`src/rtl/rcl_job_arbiter.sv`:
```
// Round-robin front end for one shared circle/line relation engine.
// Serialises 30-bit jobs into three beats and routes results back in order.
module rcl_job_arbiter #(
    parameter int NREQ    = 4,
    parameter int MAX_OUT = 4
) (
    input  logic                      clk,
    input  logic                      rst,
    input  logic [NREQ-1:0]           req_valid,
    input  logic [30*NREQ-1:0]        req_coef,
    output logic [NREQ-1:0]           req_ready,
    output logic                      eng_in_valid,
    output logic [4:0]                eng_coef_L,
    output logic [4:0]                eng_coef_Q,
    input  logic                      eng_out_valid,
    input  logic [1:0]                eng_out,
    output logic [NREQ-1:0]           resp_valid,
    output logic [1:0]                resp_data,
    output logic [$clog2(MAX_OUT):0]  outstanding,
    output logic                      err_orphan
);

    localparam int IW = $clog2(NREQ);
    localparam int AW = $clog2(MAX_OUT);
    localparam int CW = AW + 1;

    typedef enum logic [1:0] {IDLE, B1, B2, B3} state_t;

    state_t          r_state;
    state_t          w_state_n;
    logic [29:0]     r_job;
    logic [29:0]     w_job;
    logic [IW-1:0]   r_ptr;
    logic [IW-1:0]   w_win;
    logic [IW:0]     w_sum;
    logic [2*NREQ-1:0] w_dbl;
    logic [NREQ-1:0] w_rot;
    logic            w_grant;
    logic            w_pop;
    logic            w_orphan;
    logic [IW-1:0]   r_tag [MAX_OUT];
    logic [AW-1:0]   r_wr;
    logic [AW-1:0]   r_rd;
    logic [CW-1:0]   r_cnt;
    logic            r_ev;
    logic [NREQ-1:0] r_rv;
    logic [1:0]      r_rdat;
    logic            r_orph;

    // Rotate requests so bit 0 is the slot just after the last winner.
    always_comb begin
        w_dbl = {req_valid, req_valid};
        w_rot = NREQ'(w_dbl >> ({1'b0, r_ptr} + (IW+1)'(1)));
        w_sum = '0;
        for (int i = NREQ - 1; i >= 0; i--) begin
            if (w_rot[i]) begin
                w_sum = {1'b0, r_ptr} + (IW+1)'(1) + (IW+1)'(i);
            end
        end
        if (w_sum >= (IW+1)'(NREQ)) begin
            w_win = IW'(w_sum - (IW+1)'(NREQ));
        end else begin
            w_win = IW'(w_sum);
        end
    end

    always_comb begin
        w_job = '0;
        for (int i = 0; i < NREQ; i++) begin
            if (w_win == IW'(i)) begin
                w_job = req_coef[30*i +: 30];
            end
        end
    end

    assign w_grant  = (r_state == IDLE || r_state == B3)
                    && (|req_valid)
                    && (r_cnt < CW'(MAX_OUT));
    assign w_pop    = eng_out_valid && (r_cnt != '0);
    assign w_orphan = eng_out_valid && (r_cnt == '0);

    always_comb begin
        req_ready = '0;
        if (w_grant) begin
            req_ready[w_win] = 1'b1;
        end
    end

    always_comb begin
        w_state_n = r_state;
        unique case (r_state)
            IDLE: w_state_n = w_grant ? B1 : IDLE;
            B1:   w_state_n = B2;
            B2:   w_state_n = B3;
            B3:   w_state_n = w_grant ? B1 : IDLE;
        endcase
    end

    // r_job shifts each field pair up one slot per beat; zeros fill behind.
    always_ff @(posedge clk) begin
        if (rst) begin
            r_state <= IDLE;
            r_job   <= '0;
            r_ptr   <= IW'(NREQ - 1);
            r_wr    <= '0;
            r_rd    <= '0;
            r_cnt   <= '0;
            r_ev    <= 1'b0;
            r_rv    <= '0;
            r_rdat  <= '0;
            r_orph  <= 1'b0;
        end else begin
            r_state <= w_state_n;
            r_ev    <= (w_state_n != IDLE);
            if (w_grant) begin
                r_job <= w_job;
                r_ptr <= w_win;
                r_wr  <= r_wr + AW'(1);
            end else begin
                r_job <= {r_job[24:15], 5'd0, r_job[9:0], 5'd0};
            end
            if (w_pop) begin
                r_rd <= r_rd + AW'(1);
            end
            r_rv   <= w_pop ? (NREQ'(1) << r_tag[r_rd]) : '0;
            r_rdat <= w_pop ? eng_out : 2'd0;
            if (w_orphan) begin
                r_orph <= 1'b1;
            end
            case ({w_grant, w_pop})
                2'b10:   r_cnt <= r_cnt + CW'(1);
                2'b01:   r_cnt <= r_cnt - CW'(1);
                default: r_cnt <= r_cnt;
            endcase
        end
    end

    always_ff @(posedge clk) begin
        if (w_grant) begin
            r_tag[r_wr] <= w_win;
        end
    end

    assign eng_in_valid = r_ev;
    assign eng_coef_L   = r_job[29:25];
    assign eng_coef_Q   = r_job[14:10];
    assign resp_valid   = r_rv;
    assign resp_data    = r_rdat;
    assign outstanding  = r_cnt;
    assign err_orphan   = r_orph;

endmodule
```
`config.mk`:
```
export PLATFORM = sky130hd
export DESIGN_NAME = rcl_job_arbiter
export DESIGN_NICKNAME = d
export VERILOG_FILES = /design/src/rtl/rcl_job_arbiter.sv
export SDC_FILE = /design/constraint.sdc
export NUM_CORES = 1
export LEC_CHECK = 0
export CORE_UTILIZATION = 25
export CTS_BUF_LIST = sky130_fd_sc_hd__clkbuf_8
export DETAILED_ROUTE_END_ITERATION = 16
export DONT_BUFFER_PORTS = 1
export PLACE_DENSITY = 0.44
export SYNTH_ARGS = -nofsm -noshare
export SYNTH_HDL_FRONTEND = slang
export SYNTH_SLANG_ARGS = --single-unit
```
`constraint.sdc`:
```
create_clock -name clk -period 4.5 [get_ports clk]
set_input_delay 0.9 -clock clk [delete_from_list [all_inputs] [get_ports clk]]
set_output_delay 0.9 -clock clk [all_outputs]
set_load 0.03 [all_outputs]
```
==> results of run 1 <==
-- cells by family after synthesis --
logic type / count (synthesis)
simple gates: 78
flops: 59
mux: 53
buf+inv: 41
compound gates: 33
fa+ha+maj: 8
xor+xnor: 5
-- synth_stat cells, types with 7 or more instances --
library cell  count
and2_1           16
buf_4            19
dfxtp_1          51
edfxtp_1          8
ha_1              7
inv_1            10
mux2i_1          41
mux4_1            8
nand2_1          10
nand3b_1         21
nor2_1           15
o221ai_1         20
-- worst register-to-register path: stages (launching register included) --
cell	delay, ns
dfxtp_1	0.34
inv_1	0.05
ha_1	0.28
and3b_1	0.40
inv_2	0.31
nor2_1	0.53
nand2_1	0.59
o221ai_1	0.37
-- cells in the final DEF (no fill, tap or decap), types with 5 or more instances in the layout --
cell type,n
a21oi_1,5
and2_1,16
clkbuf_8,10
dfxtp_1,51
edfxtp_1,8
ha_1,7
inv_1,11
mux2i_1,41
mux4_1,8
nand2_1,10
nand3b_1,21
nor2_1,15
o221ai_1,20
-- state kept, by name (all words and copies together), names as in the netlist, named ones only --
| name | count |
|---|---|
| r_job | 30 |
| r_tag | 8 |
| resp_valid | 4 |
| outstanding | 3 |
| r_ptr | 2 |
| r_rd | 2 |
| r_state | 2 |
| r_wr | 2 |
| resp_data | 2 |
| eng_in_valid | 1 |
| err_orphan | 1 |
-- layout make-up --
class                      instances  area share
tap                              147      0.0555
sequential                        59       0.381
inverter                          11      0.0125
timing repair buffer               4     0.00906
clock buffer                      10      0.0415
multi-input combinational        177       0.484
clock inverter                     6      0.0170
-- through the flow --
step / util / power (mW) / hold slack [ns] / instances
final: 0.276 / 2.34 / 0.470 / 414
after global placement: 0.260 / 1.88 / 0.458 / 398
after CTS: 0.276 / 2.39 / 0.476 / 414
after detailed placement: 0.260 / 1.90 / 0.461 / 398
after global routing: 0.276 / 2.52 / 0.499 / 414
after floorplan: - / 1.85 / 0.440 / 277
-- final timing paths --
kind           startpoint            to  slack, ns  cells after the start
max reg2reg    r_state[0]     r_job[28]       1.53                      7
min reg2reg      r_job[0]      r_job[5]       0.47                      2
min              r_job[0]      r_job[5]       0.47                      2
max          req_valid[0]  req_ready[0]       1.12                      5
-- power breakdown --
| group | switching, mW | leakage (nW) | internal, mW | total (mW) |
|---|---|---|---|---|
| registers | 0.191 | 0.495 | 0.725 | 0.916 |
| logic | 0.548 | 0.654 | 0.393 | 0.941 |
| clock network | 0.216 | 0.103 | 0.266 | 0.481 |
| total | 0.955 | 1.25 | 1.38 | 2.34 |
-- metal layers --
layer | up-vias | global-route usage
li1 | 975 | -
met1 | 930 | 0.144
met2 | 87 | 0.167
met3 | 6 | 0.0354
met4 | 0 | 0.0605
met5 | - | 0
==> impl_metrics.tcl, run 1 <==
set metrics [dict create \
    status "finished clean" \
    grt_pass1_vias 1926 \
    synth_top_family_by_area "multiplexers" \
    cp.arrival_ns 2.48 \
    finalSetupTns_ns 0 \
    p_leak_nw 1.25 \
    drv_slew 0 \
    cts_tree "built" \
    design_area_um2 3310 \
    hold_class "flop to flop" \
    post-dp-hpwl_mm 5.36 \
    dr.pass1.iters 4 \
    synth_cells 277 \
    area_growth_pct 7.16 \
    regArea_um2 1260 \
    endpoint_kind "output port" \
    synth_top_cell_by_area "dfxtp_1" \
    critical_path.top_delay_family "simple AND/OR/NAND/NOR gates" \
    setup_viol 0 \
    place_congestion 0.656 \
    vias 1998 \
    clk_path_buf_depth 2 \
    cts_repair_resize_count 0 \
    holdBufCountCts 0 \
    core_um2 12000 \
    rows 40 \
    yosysWarnings 0 \
    irDropWorstVdd_mv 0.321 \
    cp-start-kind "input port" \
    finClkSkew_ns 0.00806 \
    post_cts_buffers 0 \
    worst_slack_ns 1.12 \
    drt-wirelength-per-cell_um 17.3 \
    synth-edff-count 8 \
    grt_max_degree 39 \
    io_buffers 0 \
    insertion_delay_ns 0.33 \
    syn_nets 414 \
    fill_cells 1252 \
    die_w_um 113 \
    syn_avg_cell_area_um2 11.2 \
    rsz0062_at_grt "no" \
    nets 399 \
    synthMuxAreaShare 0.230 \
    io_pins 154 \
    synth_xor_area_frac 0.0142 \
    hold_viol_final 0 \
    async_flop_share 0 \
    numCtsBuffers 9 \
    finalCriticalPeriod_ns 3.38 \
    initial_utilization 0.257 \
    drtAntennaViolNets 0 \
    first_iter_violations 47 \
    viasPerCell 4.83 \
    fp.dieH_um 113 \
    relSlewSlack 0.512 \
    synth_compound_area_frac 0.0870 \
    required_ns 3.60 \
    routed.top_layer "met4" \
    ys_types 37 \
    max_freq_mhz 296 \
    cts.clk_slew.worst_paths_ns 0.07 \
    pre_cts_ws_ns 0.918 \
    crit_slowest_cell "or4_1" \
    ys_ff_latch 59 \
    synth_area_leaders "dfxtp_1 (33%), mux2i_1 (13%), edfxtp_1 (7.8%)" \
    crit_path_max_incr_delay_ns 0.51 \
    cts_sinks 59 \
    worstSetupPathType "input port to output port" \
    synth-seq-area-share 0.408 \
    synthSimpleGateAreaFrac 0.147 \
    antenna_found_initial 0 \
    routed-wl-met3_um 496 \
    wl_mm 7.17 \
    drive_above_1_share 0.116 \
    overflow 0 \
    worstPathCellList "or4_1 -> and3b_1 -> inv_2 -> nor3_1 -> buf_4" \
    diodes 0 \
    placed_cell_area_um2 3120 \
    cts.htree.levels 3 \
    critPathBufInv 2 \
    die-area_um2 12800 \
    multi_input_area_um2 1600 \
    ys.flop_type "dfxtp_1" \
    cp_max_fo 28 \
    fin_crit_sh 0.750 \
    routedLengthMet1_mm 3.30 \
    drc_errors 0 \
    root_buffer "clkbuf_8" \
    grt_pass1_wl_mm 10.6 \
    yosysTopAreaCellShare 0.330 \
    synth-adder-area-share 0.0348 \
    cap_violations 0 \
    synth_area_um2 3090 \
    tightest_slew_ns 0.731 \
    pwr_density_cell_nw_per_um2 706 \
    track_usage 0.112 \
    wl_met2_mm 3.29 \
]
Power figures use the tool's default switching activity.
==> run 2, diff against run 1 <==
==> constraint.sdc (replaced) <==
create_clock -name clk -period 3.3 [get_ports clk]
set_input_delay 0.66 -clock clk [delete_from_list [all_inputs] [get_ports clk]]
set_output_delay 0.66 -clock clk [all_outputs]
set_load 0.03 [all_outputs]
==> impl_metrics.tcl, run 2 (same netlist as run 1, synthesis figures left out) <==
set metrics [dict create \
    area_growth_pct 7.12 \
    grt_pass1_vias 1990 \
    hold_viol_final 0 \
    irDropWorstVdd_mv 0.337 \
    root_buffer "clkbuf_8" \
    cp_max_fo 27 \
    drv_slew 0 \
    antenna_found_initial 0 \
    endpoint_kind "output port" \
    hold_class "input port to flop" \
    nets 402 \
    cts_repair_resize_count 0 \
    ff2ff_setup_slack_ns 0.81 \
    cts.clk_slew.worst_paths_ns 0.07 \
    critPathBufInv 3 \
    io_pins 154 \
    crit_path_max_incr_delay_ns 0.79 \
    post_cts_buffers 0 \
    worstPathCellList "inv_1 -> ha_1 -> and3b_1 -> inv_2 -> buf_4 -> nor3_1" \
    fill_cells 1249 \
    initial_utilization 0.257 \
    finalCriticalPeriod_ns 2.92 \
    max_freq_mhz 342 \
    cp-start-kind "flop" \
    largest_register "r_job" \
    drc_errors 0 \
    drive_above_1_share 0.122 \
    status "finished clean" \
    dr.pass1.iters 4 \
    numCtsBuffers 9 \
    die_w_um 113 \
    p_leak_nw 1.25 \
    placed_cell_area_um2 3140 \
    die-area_um2 12800 \
    min_from "rst" \
    cap_violations 0 \
    r2r_cells 8 \
    crit_slowest_cell "nor3_1" \
    drtAntennaViolNets 0 \
    core_um2 12000 \
    viasPerCell 4.80 \
    rows 40 \
    cts.htree.levels 3 \
    io_buffers 0 \
    diodes 0 \
    cts_sinks 59 \
    finalSetupTns_ns 0 \
    p_total_mw 3.15 \
    cts_tree "built" \
    setup_viol 0 \
    dp.cells 401 \
    holdBufCountCts 0 \
    r2r_start "r_state[0]" \
    overflow 0 \
    insertion_delay_ns 0.34 \
    critical_path.top_delay_family "simple AND/OR/NAND/NOR gates" \
    pwr_density_cell_nw_per_um2 949 \
    largest_reg_flops 30 \
    rsz0062_at_grt "no" \
    crit_cells 6 \
    tightest_slew_ns 1.01 \
    first_iter_violations 59 \
    layout_common_cells "dfxtp_1 (51), mux2i_1 (41), nand3b_1 (21)" \
    finClkSkew_ns 0.00841 \
    timing.hold.ws_ns 0.389 \
    drt-wirelength-per-cell_um 17.2 \
    fp.dieH_um 113 \
    grt_pass1_wl_mm 10.7 \
    wl_mm 7.18 \
    crit_end "req_ready[0]" \
    grt_max_degree 39 \
    stdcell_count 417 \
    relSlewSlack 0.324 \
    required_ns 2.64 \
    clk_path_buf_depth 2 \
    worstSetupPathType "flop to output port" \
    place_congestion 0.708 \
    final_common_cell "dfxtp_1" \
    post-dp-hpwl_mm 5.38 \
    design_area_um2 3310 \
    worstSetupStartpoint "r_state[0]" \
    fin_crit_sh 0.886 \
    cp.arrival_ns 2.26 \
    reg2reg_to "r_job[29]" \
    vias 2002 \
    track_usage 0.113 \
]
## run 2: how the worst min path moves through the flow
stage / to / cells past startpoint / slack (ns)
after CTS: outstanding[1] / 1 / 0.36
after floorplan: r_job[29] / 2 / 0.44
after global placement: r_job[23] / 2 / 0.46
after detailed placement: r_job[21] / 2 / 0.46
final: outstanding[1] / 1 / 0.39
after global routing: r_rd[0] / 1 / 0.36
## run 2: area by class of cell
class,count,area (um2),area share
multi-input combinational,177,1600,0.484
sequential,59,1260,0.381
tap,147,184,0.0555
clock buffer,10,138,0.0415
timing repair buffer,7,52.6,0.0159
inverter,11,41.3,0.0125
clock inverter,6,32.5,0.00982
## run 2: layer usage
layer / global-route usage / wire [um] / up-vias
met3: 0.0354 / 489 / 10
met4: 0.0579 / 126 / 0
met2: 0.175 / 3260 / 85
met1: 0.143 / 3300 / 924
li1: - / - / 983
met5: 0 / 0 / -
## run 2: per-stage QoR
stage	setup WS [ns]	utilization
finish	0.376	0.276
global route	0.242	0.276
CTS	0.301	0.276
detailed placement	0.449	0.262
global placement	0.455	0.262
floorplan	0.361	-
## run 2: power breakdown
group | internal, mW | switching (mW)
sequential | 0.988 | 0.255
combinational | 0.567 | 0.760
clock | 0.284 | 0.292
==> run 3, diff against run 2 <==
--- a/config.mk
+++ b/config.mk
@@ -10,6 +10,7 @@
 export DETAILED_ROUTE_END_ITERATION = 16
 export DONT_BUFFER_PORTS = 1
 export PLACE_DENSITY = 0.44
+export SETUP_SLACK_MARGIN = 0.02
 export SYNTH_ARGS = -nofsm -noshare
 export SYNTH_HDL_FRONTEND = slang
 export SYNTH_SLANG_ARGS = --single-unit
==> results of run 3 <==
Final layout, timing and power as in run 2 (identical DEF).
